### src/rtl/regfile_scoreboard_pkg.sv
// Shared widths and types for the register-file scoreboard slice.
// Counter width bounds how many writes to one register may be in flight at once.
package regfile_scoreboard_pkg;
    localparam int N         = 32;
    localparam int NREG      = 32;
    localparam int REG_IDX_W = 5;
    localparam int CNT_W     = 2;

    typedef logic [REG_IDX_W-1:0] reg_idx_t;
    typedef logic [N-1:0]         data_t;
    typedef logic [CNT_W-1:0]     cnt_t;

    localparam cnt_t CNT_MAX = '1;
endpackage

### src/rtl/regfile_scoreboard_if.sv
// Decode, kill, writeback, debug and register-file port bundle of the scoreboard.
// master = pipeline/debug side driving requests, slave = the scoreboard.
interface regfile_scoreboard_if;
    import regfile_scoreboard_pkg::*;

    logic              id_valid;
    reg_idx_t          id_rs1;
    reg_idx_t          id_rs2;
    logic              id_rs1_used;
    logic              id_rs2_used;
    reg_idx_t          id_rd;
    logic              id_rd_we;
    logic              id_stall;
    logic              kill_valid;
    reg_idx_t          kill_rd;
    logic              wb_valid;
    reg_idx_t          wb_rd;
    data_t             wb_data;
    logic              dbg_req;
    reg_idx_t          dbg_rd;
    data_t             dbg_data;
    logic              dbg_gnt;
    logic              rf_we;
    reg_idx_t          rf_waddr;
    data_t             rf_wdata;
    logic [NREG-1:0]   busy;
    logic              err_underflow;

    modport master (
        output id_valid, id_rs1, id_rs2, id_rs1_used, id_rs2_used, id_rd, id_rd_we,
        output kill_valid, kill_rd, wb_valid, wb_rd, wb_data, dbg_req, dbg_rd, dbg_data,
        input  id_stall, dbg_gnt, rf_we, rf_waddr, rf_wdata, busy, err_underflow
    );

    modport slave (
        input  id_valid, id_rs1, id_rs2, id_rs1_used, id_rs2_used, id_rd, id_rd_we,
        input  kill_valid, kill_rd, wb_valid, wb_rd, wb_data, dbg_req, dbg_rd, dbg_data,
        output id_stall, dbg_gnt, rf_we, rf_waddr, rf_wdata, busy, err_underflow
    );
endinterface

### src/rtl/regfile_scoreboard_sb_counter.sv
// One register's pending-write counter: +inc, -dec_a, -dec_b in the same cycle.
// Clamps at zero and flags the underflow combinationally for the owner to latch.
module sb_counter
    import regfile_scoreboard_pkg::*;
(
    input  logic clk,
    input  logic rst,
    input  logic inc_i,
    input  logic dec_a_i,
    input  logic dec_b_i,
    output cnt_t cnt_o,
    output logic underflow_o
);
    cnt_t             cnt_q;
    cnt_t             cnt_d;
    logic [CNT_W:0]   up;
    logic [CNT_W:0]   down;

    // One extra bit so cnt+inc at max and the double decrement are both representable.
    always_comb begin
        up          = {1'b0, cnt_q} + {{CNT_W{1'b0}}, inc_i};
        down        = {{CNT_W{1'b0}}, dec_a_i} + {{CNT_W{1'b0}}, dec_b_i};
        underflow_o = (down > up);
        cnt_d       = underflow_o ? '0 : cnt_t'(up - down);
    end

    always_ff @(posedge clk) begin
        if (rst) cnt_q <= '0;
        else     cnt_q <= cnt_d;
    end

    assign cnt_o = cnt_q;
endmodule

### src/rtl/regfile_scoreboard.sv
// Issue/writeback scoreboard for the 32x32 register file: RAW/WAW-overflow decode stall,
// plus the single write port shared by writeback (priority) and a debug req/gnt writer.
module regfile_scoreboard
    import regfile_scoreboard_pkg::*;
(
    input  logic                  clk,
    input  logic                  rst,
    regfile_scoreboard_if.slave   bus
);
    cnt_t            cnt [NREG];
    logic [NREG-1:1] uf;
    logic            raw1, raw2, waw, stall, accept, wb_port;
    logic            gnt, we;
    reg_idx_t        waddr;
    data_t           wdata;
    logic            err_underflow_q, err_underflow_d;

    assign cnt[0]    = '0;
    assign bus.busy[0] = 1'b0;

    for (genvar i = 1; i < NREG; i++) begin : g_cnt
        sb_counter u_cnt (
            .clk         (clk),
            .rst         (rst),
            .inc_i       (accept && bus.id_rd == reg_idx_t'(i)),
            .dec_a_i     (bus.wb_valid && bus.wb_rd == reg_idx_t'(i)),
            .dec_b_i     (bus.kill_valid && bus.kill_rd == reg_idx_t'(i)),
            .cnt_o       (cnt[i]),
            .underflow_o (uf[i])
        );
        assign bus.busy[i] = |cnt[i];
    end

    always_comb begin
        raw1   = bus.id_rs1_used && bus.id_rs1 != '0 && cnt[bus.id_rs1] != '0;
        raw2   = bus.id_rs2_used && bus.id_rs2 != '0 && cnt[bus.id_rs2] != '0;
        waw    = bus.id_rd_we && bus.id_rd != '0 && cnt[bus.id_rd] == CNT_MAX;
        stall  = bus.id_valid && (raw1 || raw2 || waw);
        accept = bus.id_valid && !stall && bus.id_rd_we && bus.id_rd != '0;
    end

    // Debug may only write a register with nothing in flight, including an issue accepted now.
    always_comb begin
        wb_port = bus.wb_valid && bus.wb_rd != '0;
        gnt     = 1'b0;
        we      = 1'b0;
        waddr   = '0;
        wdata   = '0;
        if (wb_port) begin
            we    = 1'b1;
            waddr = bus.wb_rd;
            wdata = bus.wb_data;
        end else begin
            gnt = bus.dbg_req && (bus.dbg_rd == '0 ||
                  (cnt[bus.dbg_rd] == '0 && !(accept && bus.id_rd == bus.dbg_rd)));
            if (gnt && bus.dbg_rd != '0) begin
                we    = 1'b1;
                waddr = bus.dbg_rd;
                wdata = bus.dbg_data;
            end
        end
    end

    assign err_underflow_d = err_underflow_q | (|uf);

    always_ff @(posedge clk) begin
        if (rst) err_underflow_q <= 1'b0;
        else     err_underflow_q <= err_underflow_d;
    end

    assign bus.id_stall      = stall;
    assign bus.dbg_gnt       = gnt;
    assign bus.rf_we         = we;
    assign bus.rf_waddr      = waddr;
    assign bus.rf_wdata      = wdata;
    assign bus.err_underflow = err_underflow_q;
endmodule
### src/flat_wrapper.sv
// flat-port wrapper written by rule: the top's interface ports become plain ports
module regfile_scoreboard_flat import regfile_scoreboard_pkg::*;
  (clk, rst, bus_id_valid, bus_id_rs1, bus_id_rs2, bus_id_rs1_used, bus_id_rs2_used, bus_id_rd, bus_id_rd_we, bus_kill_valid, bus_kill_rd, bus_wb_valid, bus_wb_rd, bus_wb_data, bus_dbg_req, bus_dbg_rd, bus_dbg_data, bus_id_stall, bus_dbg_gnt, bus_rf_we, bus_rf_waddr, bus_rf_wdata, bus_busy, bus_err_underflow);
  regfile_scoreboard_if bus_i ();
  input  logic clk;
  input  logic rst;
  input wire logic [$bits(bus_i.id_valid)-1:0] bus_id_valid;
  input wire logic [$bits(bus_i.id_rs1)-1:0] bus_id_rs1;
  input wire logic [$bits(bus_i.id_rs2)-1:0] bus_id_rs2;
  input wire logic [$bits(bus_i.id_rs1_used)-1:0] bus_id_rs1_used;
  input wire logic [$bits(bus_i.id_rs2_used)-1:0] bus_id_rs2_used;
  input wire logic [$bits(bus_i.id_rd)-1:0] bus_id_rd;
  input wire logic [$bits(bus_i.id_rd_we)-1:0] bus_id_rd_we;
  input wire logic [$bits(bus_i.kill_valid)-1:0] bus_kill_valid;
  input wire logic [$bits(bus_i.kill_rd)-1:0] bus_kill_rd;
  input wire logic [$bits(bus_i.wb_valid)-1:0] bus_wb_valid;
  input wire logic [$bits(bus_i.wb_rd)-1:0] bus_wb_rd;
  input wire logic [$bits(bus_i.wb_data)-1:0] bus_wb_data;
  input wire logic [$bits(bus_i.dbg_req)-1:0] bus_dbg_req;
  input wire logic [$bits(bus_i.dbg_rd)-1:0] bus_dbg_rd;
  input wire logic [$bits(bus_i.dbg_data)-1:0] bus_dbg_data;
  output wire logic [$bits(bus_i.id_stall)-1:0] bus_id_stall;
  output wire logic [$bits(bus_i.dbg_gnt)-1:0] bus_dbg_gnt;
  output wire logic [$bits(bus_i.rf_we)-1:0] bus_rf_we;
  output wire logic [$bits(bus_i.rf_waddr)-1:0] bus_rf_waddr;
  output wire logic [$bits(bus_i.rf_wdata)-1:0] bus_rf_wdata;
  output wire logic [$bits(bus_i.busy)-1:0] bus_busy;
  output wire logic [$bits(bus_i.err_underflow)-1:0] bus_err_underflow;
  assign bus_i.id_valid = bus_id_valid;
  assign bus_i.id_rs1 = bus_id_rs1;
  assign bus_i.id_rs2 = bus_id_rs2;
  assign bus_i.id_rs1_used = bus_id_rs1_used;
  assign bus_i.id_rs2_used = bus_id_rs2_used;
  assign bus_i.id_rd = bus_id_rd;
  assign bus_i.id_rd_we = bus_id_rd_we;
  assign bus_i.kill_valid = bus_kill_valid;
  assign bus_i.kill_rd = bus_kill_rd;
  assign bus_i.wb_valid = bus_wb_valid;
  assign bus_i.wb_rd = bus_wb_rd;
  assign bus_i.wb_data = bus_wb_data;
  assign bus_i.dbg_req = bus_dbg_req;
  assign bus_i.dbg_rd = bus_dbg_rd;
  assign bus_i.dbg_data = bus_dbg_data;
  assign bus_id_stall = bus_i.id_stall;
  assign bus_dbg_gnt = bus_i.dbg_gnt;
  assign bus_rf_we = bus_i.rf_we;
  assign bus_rf_waddr = bus_i.rf_waddr;
  assign bus_rf_wdata = bus_i.rf_wdata;
  assign bus_busy = bus_i.busy;
  assign bus_err_underflow = bus_i.err_underflow;
  regfile_scoreboard u_core (.clk(clk), .rst(rst), .bus(bus_i));
endmodule
### config.mk
export PLATFORM = sky130hd
export DESIGN_NAME = regfile_scoreboard_flat
export DESIGN_NICKNAME = d
export VERILOG_FILES = /design/src/rtl/regfile_scoreboard_pkg.sv /design/src/rtl/regfile_scoreboard_if.sv /design/src/rtl/regfile_scoreboard_sb_counter.sv /design/src/rtl/regfile_scoreboard.sv /design/src/flat_wrapper.sv
export SDC_FILE = /design/constraint.sdc
export NUM_CORES = 1
export LEC_CHECK = 0
export BUFFER_PORTS_ARGS = -buffer_cell sky130_fd_sc_hd__buf_2
export CAP_MARGIN = 20
export CELL_PAD_IN_SITES_DETAIL_PLACEMENT = 0
export CELL_PAD_IN_SITES_GLOBAL_PLACEMENT = 1
export CORE_ASPECT_RATIO = 0.6
export CORE_UTILIZATION = 44
export DETAILED_ROUTE_END_ITERATION = 10
export PLACE_DENSITY = 0.95
export SYNTH_ARGS = -nofsm -noshare
export SYNTH_HDL_FRONTEND = slang
export SYNTH_SLANG_ARGS = --single-unit
### constraint.sdc
create_clock -name clk -period 8 [get_ports clk]
set_clock_uncertainty 0.05 [all_clocks]
set_input_delay 1.2 -clock clk [delete_from_list [all_inputs] [get_ports clk]]
set_output_delay 1.2 -clock clk [all_outputs]
set_load 0.01 [all_outputs]
======== Word level (Yosys, flattened, before mapping) ========
Index checks and enable logic that the tools add are counted.
storage, ports and cells
  flip-flop bits (word level) ............. 63
  memories ................................ 0
  RAM bits ................................ 0
  latch bits .............................. 0
  output and inout port bits .............. 73
  memory bits (read-only) ................. 0
cells by class
  divide/modulo/power cells ............... 0
  reduce and logical (&&, ||, !) cells .... 185
  shift-type cells ........................ 0
  multiply operators ...................... 0
  $lt $le $gt $ge ......................... 35
  add/subtract/negate cells ............... 93
  bitwise operators ....................... 5
  equal/unequal tests ..................... 95
  muxes and demuxes ....................... 19
operators by type and width
  kind                                                       number
  == test 5 bit (second input constant)                      48
  OR reduction 2 bit                                         62
  == test 5 x 4 -> 1 bit (second input constant)             24
  logical AND 1 bit                                          108
  adder 2 x 1 -> 3 bit                                       31
  > comparator 2 x 3 -> 1 bit                                31
  2-to-1 mux 32 bit                                          2
  adder 1 x 1 -> 2 bit                                       31
  subtractor 2 bit                                           31
  == test 5 x 3 -> 1 bit (second input constant)             12
  binary-select mux 2 bit (select 5 bit)                     4
  OR reduction 31 bit                                        1
  == test 5 x 2 -> 1 bit (second input constant)             6
  nonzero test 5 bit                                         5
  greater-or-equal comparator 6 bit (second input constant)  4
  NOT 5 -> 6 bit                                             4
  2-to-1 mux 2 bit                                           8
  == test 5 x 1 -> 1 bit (second input constant)             3
  2-to-1 mux 5 bit                                           2
  == test 5 bit                                              1
  logical NOT 5 bit                                          1
  nonzero test 2 bit                                         2
  logical OR 1 bit                                           3
  2-to-1 mux 1 bit                                           3
  4 further kinds                                            5

======== Logic depth before layout (Yosys ltp) ========
Gate-level depths: netlist of run 1.
  depth in word-level cells ............... 21
  depth in mapped cells ................... 21

======== Modules after synthesis ========
A second synthesis of run 1 with hierarchy kept.
second synthesis, totals
  cell total of the unflattened synthesis .. 1086
  area total of the unflattened synthesis .. 8578.2 sq um
by module, submodules not included
  module              cells each  area each (sq um)  times used
  sb_counter          17          168.9              31
  regfile_scoreboard  559         3342.0             1

======== Worst setup path after synthesis of run 1 ========
No wires, ideal clock.
  path kind ............................... input to register
  start point ............................. in bus_id_rs1[0]
  end point ............................... reg u_core.err_underflow_q (netlist: u_core.bus.err_underflow)
  arrival ................................. 4.546 ns
  cell stages on the path ................. 20
  data required time ...................... 7.823 ns
  setup slack ............................. 3.277 ns
  path through ............................ buf_6 -> nor3_1 -> a21oi_1 -> mux4_2 -> nand4b_1 -> o21ai_1 -> a311o_1 -> buf_6 -> nor3_4 -> buf_6 -> and4_1 -> ha_1 -> ha_1 -> inv_1 -> ha_1 -> nor2b_1 -> o21ai_0 -> nand4_1 -> nor4_1 -> a21oi_1
on the way
  longest elaborated chain between the ends .. 18
  elaborated cells on any way between the ends .. 110
ends and longest elaborated chain
  item                                                 RTL line                             RTL
  start: declaration                                   flat_wrapper.sv:8                    input wire logic [$bits(bus_i.id_rs1)-1:0] bus_id_rs1;
  NOT 5 -> 6 bit (implied by the code)                 regfile_scoreboard.sv:35             raw1 = bus.id_rs1_used && bus.id_rs1 != '0 && cnt[bus.id_rs1] != '0;
  binary-select mux 2 bit (select 5 bit)               regfile_scoreboard.sv:35
  2-to-1 mux 2 bit (implied by the code) (2 in a row)  regfile_scoreboard.sv:35
  nonzero test 2 bit                                   regfile_scoreboard.sv:35
  logical AND 1 bit *                                  regfile_scoreboard.sv:35
  logical OR 1 bit * (2 in a row)                      regfile_scoreboard.sv:38             stall = bus.id_valid && (raw1 || raw2 || waw);
  logical AND 1 bit *                                  regfile_scoreboard.sv:38
  logical NOT 1 bit *                                  regfile_scoreboard.sv:39             accept = bus.id_valid && !stall && bus.id_rd_we && bus.id_rd != '0;
  logical AND 1 bit * (3 in a row)                     regfile_scoreboard.sv:39
  logical AND 1 bit                                    regfile_scoreboard.sv:25             .inc_i (accept && bus.id_rd == reg_idx_t'(i)),
  adder 2 x 1 -> 3 bit                                 regfile_scoreboard_sb_counter.sv:21  up = {1'b0, cnt_q} + {{CNT_W{1'b0}}, inc_i};
  > comparator 2 x 3 -> 1 bit                          regfile_scoreboard_sb_counter.sv:23  underflow_o = (down > up);
  OR reduction 31 bit *                                regfile_scoreboard.sv:64             assign err_underflow_d = err_underflow_q | (|uf);
  bitwise OR 1 bit *                                   regfile_scoreboard.sv:64
  end signal: assignment                               regfile_scoreboard.sv:68             else err_underflow_q <= err_underflow_d;
  end: declaration                                     regfile_scoreboard.sv:16             logic err_underflow_q, err_underflow_d;
Mark *: on every way between the ends. The rest lies on a longest branch, timed or not. The select of a mux whose other input is x is not followed.
A chain may end at the register's enable or synchronous reset.

======== Worst setup path in the final report of run 1 ========
  start point ............................. in bus_id_rd[1]
  end point ............................... reg u_core.err_underflow_q (netlist: u_core.bus.err_underflow)
on the way
  longest elaborated chain between the ends .. 17
  elaborated cells on any way between the ends .. 140
ends and longest elaborated chain
  item                                                 RTL line                             RTL
  start: declaration                                   flat_wrapper.sv:12                   input wire logic [$bits(bus_i.id_rd)-1:0] bus_id_rd;
  NOT 5 -> 6 bit (implied by the code)                 regfile_scoreboard.sv:37             waw = bus.id_rd_we && bus.id_rd != '0 && cnt[bus.id_rd] == CNT_MAX;
  binary-select mux 2 bit (select 5 bit)               regfile_scoreboard.sv:37
  2-to-1 mux 2 bit (implied by the code) (2 in a row)  regfile_scoreboard.sv:37
  == test 2 bit                                        regfile_scoreboard.sv:37
  logical AND 1 bit                                    regfile_scoreboard.sv:37
  logical OR 1 bit                                     regfile_scoreboard.sv:38
  logical AND 1 bit                                    regfile_scoreboard.sv:38
  logical NOT 1 bit                                    regfile_scoreboard.sv:39
  logical AND 1 bit (3 in a row)                       regfile_scoreboard.sv:39
  logical AND 1 bit                                    regfile_scoreboard.sv:25
  adder 2 x 1 -> 3 bit                                 regfile_scoreboard_sb_counter.sv:21
  > comparator 2 x 3 -> 1 bit                          regfile_scoreboard_sb_counter.sv:23
  OR reduction 31 bit *                                regfile_scoreboard.sv:64
  bitwise OR 1 bit *                                   regfile_scoreboard.sv:64
Marks and branches as above.

==> impl_results.md, run 1 <==
* CTS buffer count at 9
* Syn Inst Count at 1,138
* Setup TNS at 0 ns
* Number of flops mapped to enable cells by yosys at 0
* GR Util All Layers at 0.290
* Largest family of logic cells by synthesized area: simple AND/OR/NAND/NOR gates
* Hold Buf Count CTS at 0
* CP max FO at 36
* Synth cell types at 60
* Slew Limit Fails at 0
* FFs w/ async S/R, synth at 0
* HP Class: reg2reg
* Fin crit share at 0.778
* Top-count cell post-synth: ha_1
* TritonCTS clock tree: yes
* Synth top area cells: ha_1 (28%), dfxtp_1 (15%), nor2_1 (7.5%), inv_1 (5.7%), o21ai_0 (4.3%)
* Hold EP: u_core.bus.err_underflow$_SDFF_PP0_
* Fin nets at 1,562
* Initial antenna violation count at 1
* DPL Wire Length at 23,400 µm
* Core area at 18,400 µm²
* Synth Area in Compound Gates at 0.125
* R2R setup slack at 2.35 ns
* Final setup vio count at 0
* Post-route minimum period at 6.22 ns
* R2r endpoint: u_core.bus.err_underflow$_SDFF_PP0_
* Yosys reg bits at 63
* GPL Wtd Cong at 0.968
* Vias in the first global route at 7,698
* Critical Path RT at 8.14 ns
* Crit path launch: bus_id_rd[1]
* RSZ-0062 raised after global routing: false
* Main synth FF type: dfxtp_1
* First-pass GRT wire length at 43,500 µm
* Root Driver: clkbuf_16
* DR iter-0 viols at 1,015
* Largest area contributor in the netlist: ha_1
* Hold Path Stages at 4
* Drt total wl at 29,100 µm
* Vias per inst at 5.79
* Worst hold start: u_core.bus.err_underflow$_SDFF_PP0_
* Pleak at 4.76 nW
* Post-CTS Repair Setup Buffers at 0
* Grt total ovfl at 0
* Final Hold Fails at 0
* DRC errors left at 0
* Initial Util at 0.458
* Seq/Total Area, Yosys at 0.149
* CTS sink cnt at 63
* Post-synthesis mux area share at 0.0377
* Via count at 8,782
* Peak supply drop at 0.0763 mV
* Kind of critical path: in2reg
* Post-Synth Adder-Cell Area at 0.275
* Startpoint types: input port
* Port-buffer cells at 174
* 1st-pass router iterations at 6
* Wire per inst at 19.2 µm
* H-tree levels at 3
* Avg Inst Size Synth at 7.43 µm²
* Die height at 109 µm
* Worst Reg-to-Reg Cells at 16
* Post-cts resize count at 0
* Max Fclk at 0.161 GHz
* Die ar. at 19,800 µm²
* Worst-Skew Late Latency at 0.35 ns
* Fin worst setup slack at 1.78 ns
* ANT nets after route at 0
* Most frequent cells after synthesis: ha_1 (186), nor2_1 (168), inv_1 (128), o21ai_0 (72), nand2_1 (71)
* Worst EP arrival at 6.36 ns
* Pre-CTS setup slack at 1.65 ns
* Post-synth top area share at 0.275
* Tightest Pin Transition at 0.999 ns
* CTS clk-pin slew, worst paths at 0.06 ns
* Tot Pwr at 1.07 mW
* Synth warnings at 0
* Maximum clock path buffer count at 2
* Hold_ws at 0.685 ns
* Die width at 181 µm
* Num rows at 38
* Power per Cell Area at 110 nW/µm²
* Critical Path End Type: flop
* Worst slew margin relative to its limit at 0.334
* RR Startpoint: u_core.g_cnt[15].u_cnt.cnt_o[1]$_SDFF_PP0_
* Max-Cap Viols at 0
* Area Overhead vs Synth at 14.9%
* Layout cells sized above 1 at 0.189
* Num ports at 176
* Largest net degree at the start of global routing at 39
* Simple-gate share of the synthesized area at 0.282
* Status: complete, no violations
* Mapped Area at 8450 µm²
* Post-synth net total at 1,427
* Post-synthesis xor/xnor area fraction at 0.0373
==> worst max-delay path by stage <==
stage	end	slack [ns]	cells after the start
final	u_core.bus.err_underflow$_SDFF_PP0_	1.78	15
after global routing	u_core.bus.err_underflow$_SDFF_PP0_	1.50	16
after CTS	u_core.bus.err_underflow$_SDFF_PP0_	1.98	16
after detailed placement	u_core.bus.err_underflow$_SDFF_PP0_	1.65	16
after global placement	u_core.bus.err_underflow$_SDFF_PP0_	1.89	16
after floorplan	u_core.bus.err_underflow$_SDFF_PP0_	3.28	20
==> state kept, by name, indices dropped and copies added (netlist names) <==
register,flops
u_core.g_cnt.u_cnt.cnt_o,62
u_core.bus.err_underflow,1
==> placed cells by master, fill, tap and decap left out, drive strengths merged, types with 34 or more instances in the layout <==
cell,n
xor2,34
buf,185
nand2,71
nand3,42
nand4,43
nor2b,38
ha,186
nand2b,39
o21ai,82
inv,128
a21oi,47
dfxtp,63
nor2,168
==> layout make-up <==
class | count | area [µm²]
clock buffer | 12 | 256
timing repair buffer | 185 | 953
fill | 1802 | 8730
sequential | 63 | 1260
multi-input combinational | 886 | 6420
clock inverter | 3 | 42.5
tap | 240 | 300
antenna | 1 | 2.50
inverter | 128 | 480
==> where the power goes <==
part	internal [mW]	leakage [nW]	switching, mW
clock	0.256	0.145	0.160
combinational	0.118	4.10	0.202
sequential	0.323	0.510	0.0115
total	0.698	4.76	0.374
==> cells by family (layout without fill, tap and decap cells) <==
| logic type | count (synthesis) | in the layout |
|---|---|---|
| buf+inv | 189 | 328 |
| fa+ha+maj | 186 | 186 |
| flops | 63 | 63 |
| compound gates | 175 | 175 |
| other cells | 1 | 2 |
| simple gates | 474 | 474 |
| xor+xnor | 36 | 36 |
| mux | 14 | 14 |
==> critical path: stages <==
cell and delay [ns]:
buf_2 0.53, o21ai_0 0.20, o311ai_0 0.56, a211o_1 0.20, nand4_2 0.52, nor4_1 0.75
ha_1 0.26, ha_1 0.22, inv_1 0.06, ha_1 0.26, nor2b_1 0.15, o21ai_0 0.48
nand4_1 0.17, nor4_1 0.64, a21oi_1 0.15
==> per-layer routing <==
layer  global-route usage  up-vias  part of all wire
met1                0.439     4042              0.47
met2                0.388      501              0.39
met4               0.0545        0             0.012
met3               0.0944       39              0.13
met5                    0        -                 0
li1                     -     4200                 -
==> stage by stage <==
step | std cells | utilization | instance area (µm²)
3_5_place_dp | 1502 | 0.510 | 9410
4_1_cts | 1517 | 0.526 | 9710
6_report | 1518 | 0.527 | 9710
5_1_grt | 1518 | 0.527 | 9710
3_3_place_gp | 1502 | 0.510 | 9410
2_1_floorplan | 1138 | - | 8450
No activity file was read; power rests on OpenSTA's default activity.
==> run 2: changes to the inputs <==
CORE_UTILIZATION = 41   (was 44)
PLACE_DENSITY = 0.92   (was 0.95)
clock period = 6.5 ns   (was 8 ns; I/O delays follow)
==> run 2 against run 1 <==
Critical path depth rose by 3. Clock-buffer cell count down 2. Register-to-register slack got worse by 1.1 ns. Final area increased by 1.4%. First-iteration DRC count is 4.2% higher. Setup slack worse by 0.96 ns. Total power up 30%. Non-clock buffer count rose by 4. Global-route usage fell by 2.2 points. Combinational power is 25% higher. Sequential share of layout area fell by 0.18 points. Die area grew 7.2%. Largest power group unchanged.
==> impl_results.md, run 2 (synthesis results as in run 1) <==
* Status: complete, no violations (unchanged)
* TritonCTS clock tree: yes (unchanged)
* R2R setup slack at 1.29 ns (was 2.35 ns)
* Power per Cell Area at 142 nW/µm² (was 110 nW/µm²)
* Wire per inst at 18.8 µm (was 19.2 µm)
* CTS clk-pin slew, worst paths at 0.06 ns (about the same)
* Vias per inst at 5.71 (was 5.79)
* Hold Path Stages at 3 (was 4)
* RR Startpoint: u_core.g_cnt[9].u_cnt.cnt_o[1]$_SDFF_PP0_ (was u_core.g_cnt[15].u_cnt.cnt_o[1]$_SDFF_PP0_)
* Fin crit share at 0.874
* Post-route minimum period at 5.68 ns
* Area of the multi-input gates at 6420 µm² (unchanged)
* Max-Cap Viols at 0 (unchanged)
* Kind of critical path: in2reg (unchanged)
* Fin nets at 1,566 (was 1,562)
* Initial Util at 0.420 (was 0.458)
* Most frequent cells in the layout: ha_1 (186), buf_2 (174), nor2_1 (168) (unchanged)
* Worst slew margin relative to its limit at 0.288 (was 0.334)
* Worst Reg-to-Reg Cells at 18 (was 16)
* Fin worst setup slack at 0.820 ns (was 1.78 ns)
* Num ports at 176 (unchanged)
* Fin util at 0.490 (was 0.527)
* Antenna cells at 0 (was 1)
* Hold EP: u_core.g_cnt[21].u_cnt.cnt_o[0]$_SDFF_PP0_ (was u_core.bus.err_underflow$_SDFF_PP0_)
* Critical Path RT at 6.65 ns (was 8.14 ns)
* R2r endpoint: u_core.bus.err_underflow$_SDFF_PP0_ (unchanged)
* Final Hold Fails at 0 (unchanged)
* Filler cells at 2,035 (was 1,802)
* Root Driver: clkbuf_16 (unchanged)
* CP max FO at 36 (unchanged)
* DR iter-0 viols at 1,058 (was 1,015)
* ANT nets after route at 0 (unchanged)
* Die width at 187 µm (was 181 µm)
* Comb power frac at 0.288 (was 0.299)
* Hold_ws at 0.712 ns (was 0.685 ns)
* Tightest Pin Transition at 1.07 ns (was 0.999 ns)
* Core area at 20,100 µm² (was 18,400 µm²)
* Worst EP arrival at 5.83 ns (was 6.36 ns)
* Vias in the first global route at 7,647 (was 7,698)
* Pleak at 4.81 nW (was 4.76 nW)
* Worst path slowest cell: nand4_2 (was nor4_1)
* Non-Filler Instances at 1,555 (was 1,518)
* Setup TNS at 0 ns (unchanged)
* Maximum clock path buffer count at 2 (unchanged)
* Die height at 113 µm (was 109 µm)
* GR Util All Layers at 0.268 (was 0.290)
* Clock power frac at 0.417 (was 0.389)
* Power Internal at 932 µW (was 698 µW)
* Num rows at 40 (was 38)
* Initial antenna violation count at 1 (unchanged)
* Slowest stage delay, CP at 0.57 ns (was 0.75 ns)
* Max reg flops at 62 (unchanged)
* CP Cell Sequence: buf_2 > o21ai_0 > o21ai_0 > nor4_1 > a211oi_1 > nand4_2 > nor3_4 > buf_4 > and4b_1 > ha_1 > ha_1 > inv_1 > ha_1 > nor2b_1 > o21ai_0 > nand4_1 > nor4_1 > a21oi_1 (was buf_2 > o21ai_0 > o311ai_0 > a211o_1 > nand4_2 > nor4_1 > ha_1 > ha_1 > inv_1 > ha_1 > nor2b_1 > o21ai_0 > nand4_1 > nor4_1 > a21oi_1)
* Peak supply drop at 0.115 mV (was 0.0763 mV)
* First-pass GRT wire length at 43,600 µm (was 43,500 µm)
* Critical Path End Type: flop (unchanged)
* Psw at 466 µW (was 374 µW)
* Hold Buf Count CTS at 0 (unchanged)
* Post-cts resize count at 0 (unchanged)
* Max Fclk at 0.176 GHz
* H-tree levels at 3 (unchanged)
* Post-Place Cells at 1,539 (was 1,502)
* Post-CTS Repair Setup Buffers at 0 (unchanged)
* Worst hold start: u_core.g_cnt[21].u_cnt.cnt_o[0]$_SDFF_PP0_ (was u_core.bus.err_underflow$_SDFF_PP0_)
* Port-buffer cells at 174 (unchanged)
* Area Overhead vs Synth at 16.5% (was 14.9%)
* Via count at 8,883 (was 8,782)
* DRC errors left at 0 (unchanged)
* Die ar. at 21,200 µm² (was 19,800 µm²)
* Sequential Power Share at 0.295 (was 0.312)
* HP Class: reg2reg (unchanged)
* FF/Latch Area at 1260 µm² (unchanged)
* Pre-CTS setup slack at 0.708 ns (was 1.65 ns)
* Worst-Skew Late Latency at 0.34 ns (was 0.35 ns)
* Largest net degree at the start of global routing at 40 (was 39)
* DPL Wire Length at 23,600 µm (was 23,400 µm)
* 1st-pass router iterations at 5 (was 6)
* Grt total ovfl at 0 (unchanged)
* Layout cells sized above 1 at 0.193 (was 0.189)
* RSZ-0062 raised after global routing: false (unchanged)
* Slew Limit Fails at 0 (unchanged)
* CTS buffer count at 9 (unchanged)
* GPL Wtd Cong at 1.00 (was 0.968)
* Drt total wl at 29,300 µm (was 29,100 µm)
* Commonest non-fill, non-tap cell in the layout: ha_1 (unchanged)
* Startpoint types: input port (unchanged)
* CTS sink cnt at 63 (unchanged)
* Switching Fraction at 0.334 (was 0.349)
* Final setup vio count at 0 (unchanged)
==> run 2: cell types whose count changed in the layout (fill, tap and decap cells not counted), sizes merged <==
cell    before  now
bufinv       1    3
diode        1    0
clkbuf      12   10
buf        185  189
clkinv       1    2
==> run 2: worst max path at each step <==
stage | start | to | cells after the start
final | bus_id_rd[1] | u_core.bus.err_underflow$_SDFF_PP0_ | 18
after global routing | bus_id_rd[1] | u_core.bus.err_underflow$_SDFF_PP0_ | 18
after CTS | bus_id_rd[1] | u_core.bus.err_underflow$_SDFF_PP0_ | 18
after detailed placement | bus_id_rd[1] | u_core.bus.err_underflow$_SDFF_PP0_ | 18
after global placement | bus_id_rd[1] | u_core.bus.err_underflow$_SDFF_PP0_ | 18
after floorplan | bus_id_rs1[0] | u_core.bus.err_underflow$_SDFF_PP0_ | 20
==> run 2: final cells by class <==
| cell class | instances | share of cell area |
|---|---|---|
| clock inverter | 6 | 0.0109 |
| tap | 273 | 0.0347 |
| timing repair buffer | 189 | 0.102 |
| inverter | 128 | 0.0488 |
| clock buffer | 10 | 0.0243 |
| sequential | 63 | 0.128 |
| multi-input combinational | 886 | 0.651 |
==> run 2: power groups by stage <==
stage	clock network [mW]	logic [mW]	registers, mW
finish	0.583	0.402	0.412
global route	0.599	0.434	0.413
CTS	0.583	0.392	0.411
detailed placement	0	0.391	0.420
global placement	0	0.385	0.420
floorplan	0	0.244	0.415
==> run 2: per-stage QoR <==
stage          power (mW)  instance area (µm²)
3_5_place_dp        0.810                 9500
3_3_place_gp        0.805                 9480
5_1_grt              1.45                 9850
2_1_floorplan       0.659                 8450
4_1_cts              1.39                 9850
6_report             1.40                 9850
==> run 2: worst max-delay path, delay by kind of cell <==
family	cells	cell delay [ns]
simple gates	7	2.15
compound gates	5	1.23
buf+inv	3	0.82
fa+ha+maj	3	0.63
==> run 2: per-layer routing <==
layer | up-vias | wire [µm] | global-route usage
li1 | 4198 | - | -
met2 | 528 | 10800 | 0.346
met1 | 4112 | 13800 | 0.419
met5 | - | 0 | 0
met4 | 0 | 442 | 0.0520
met3 | 45 | 4150 | 0.0816
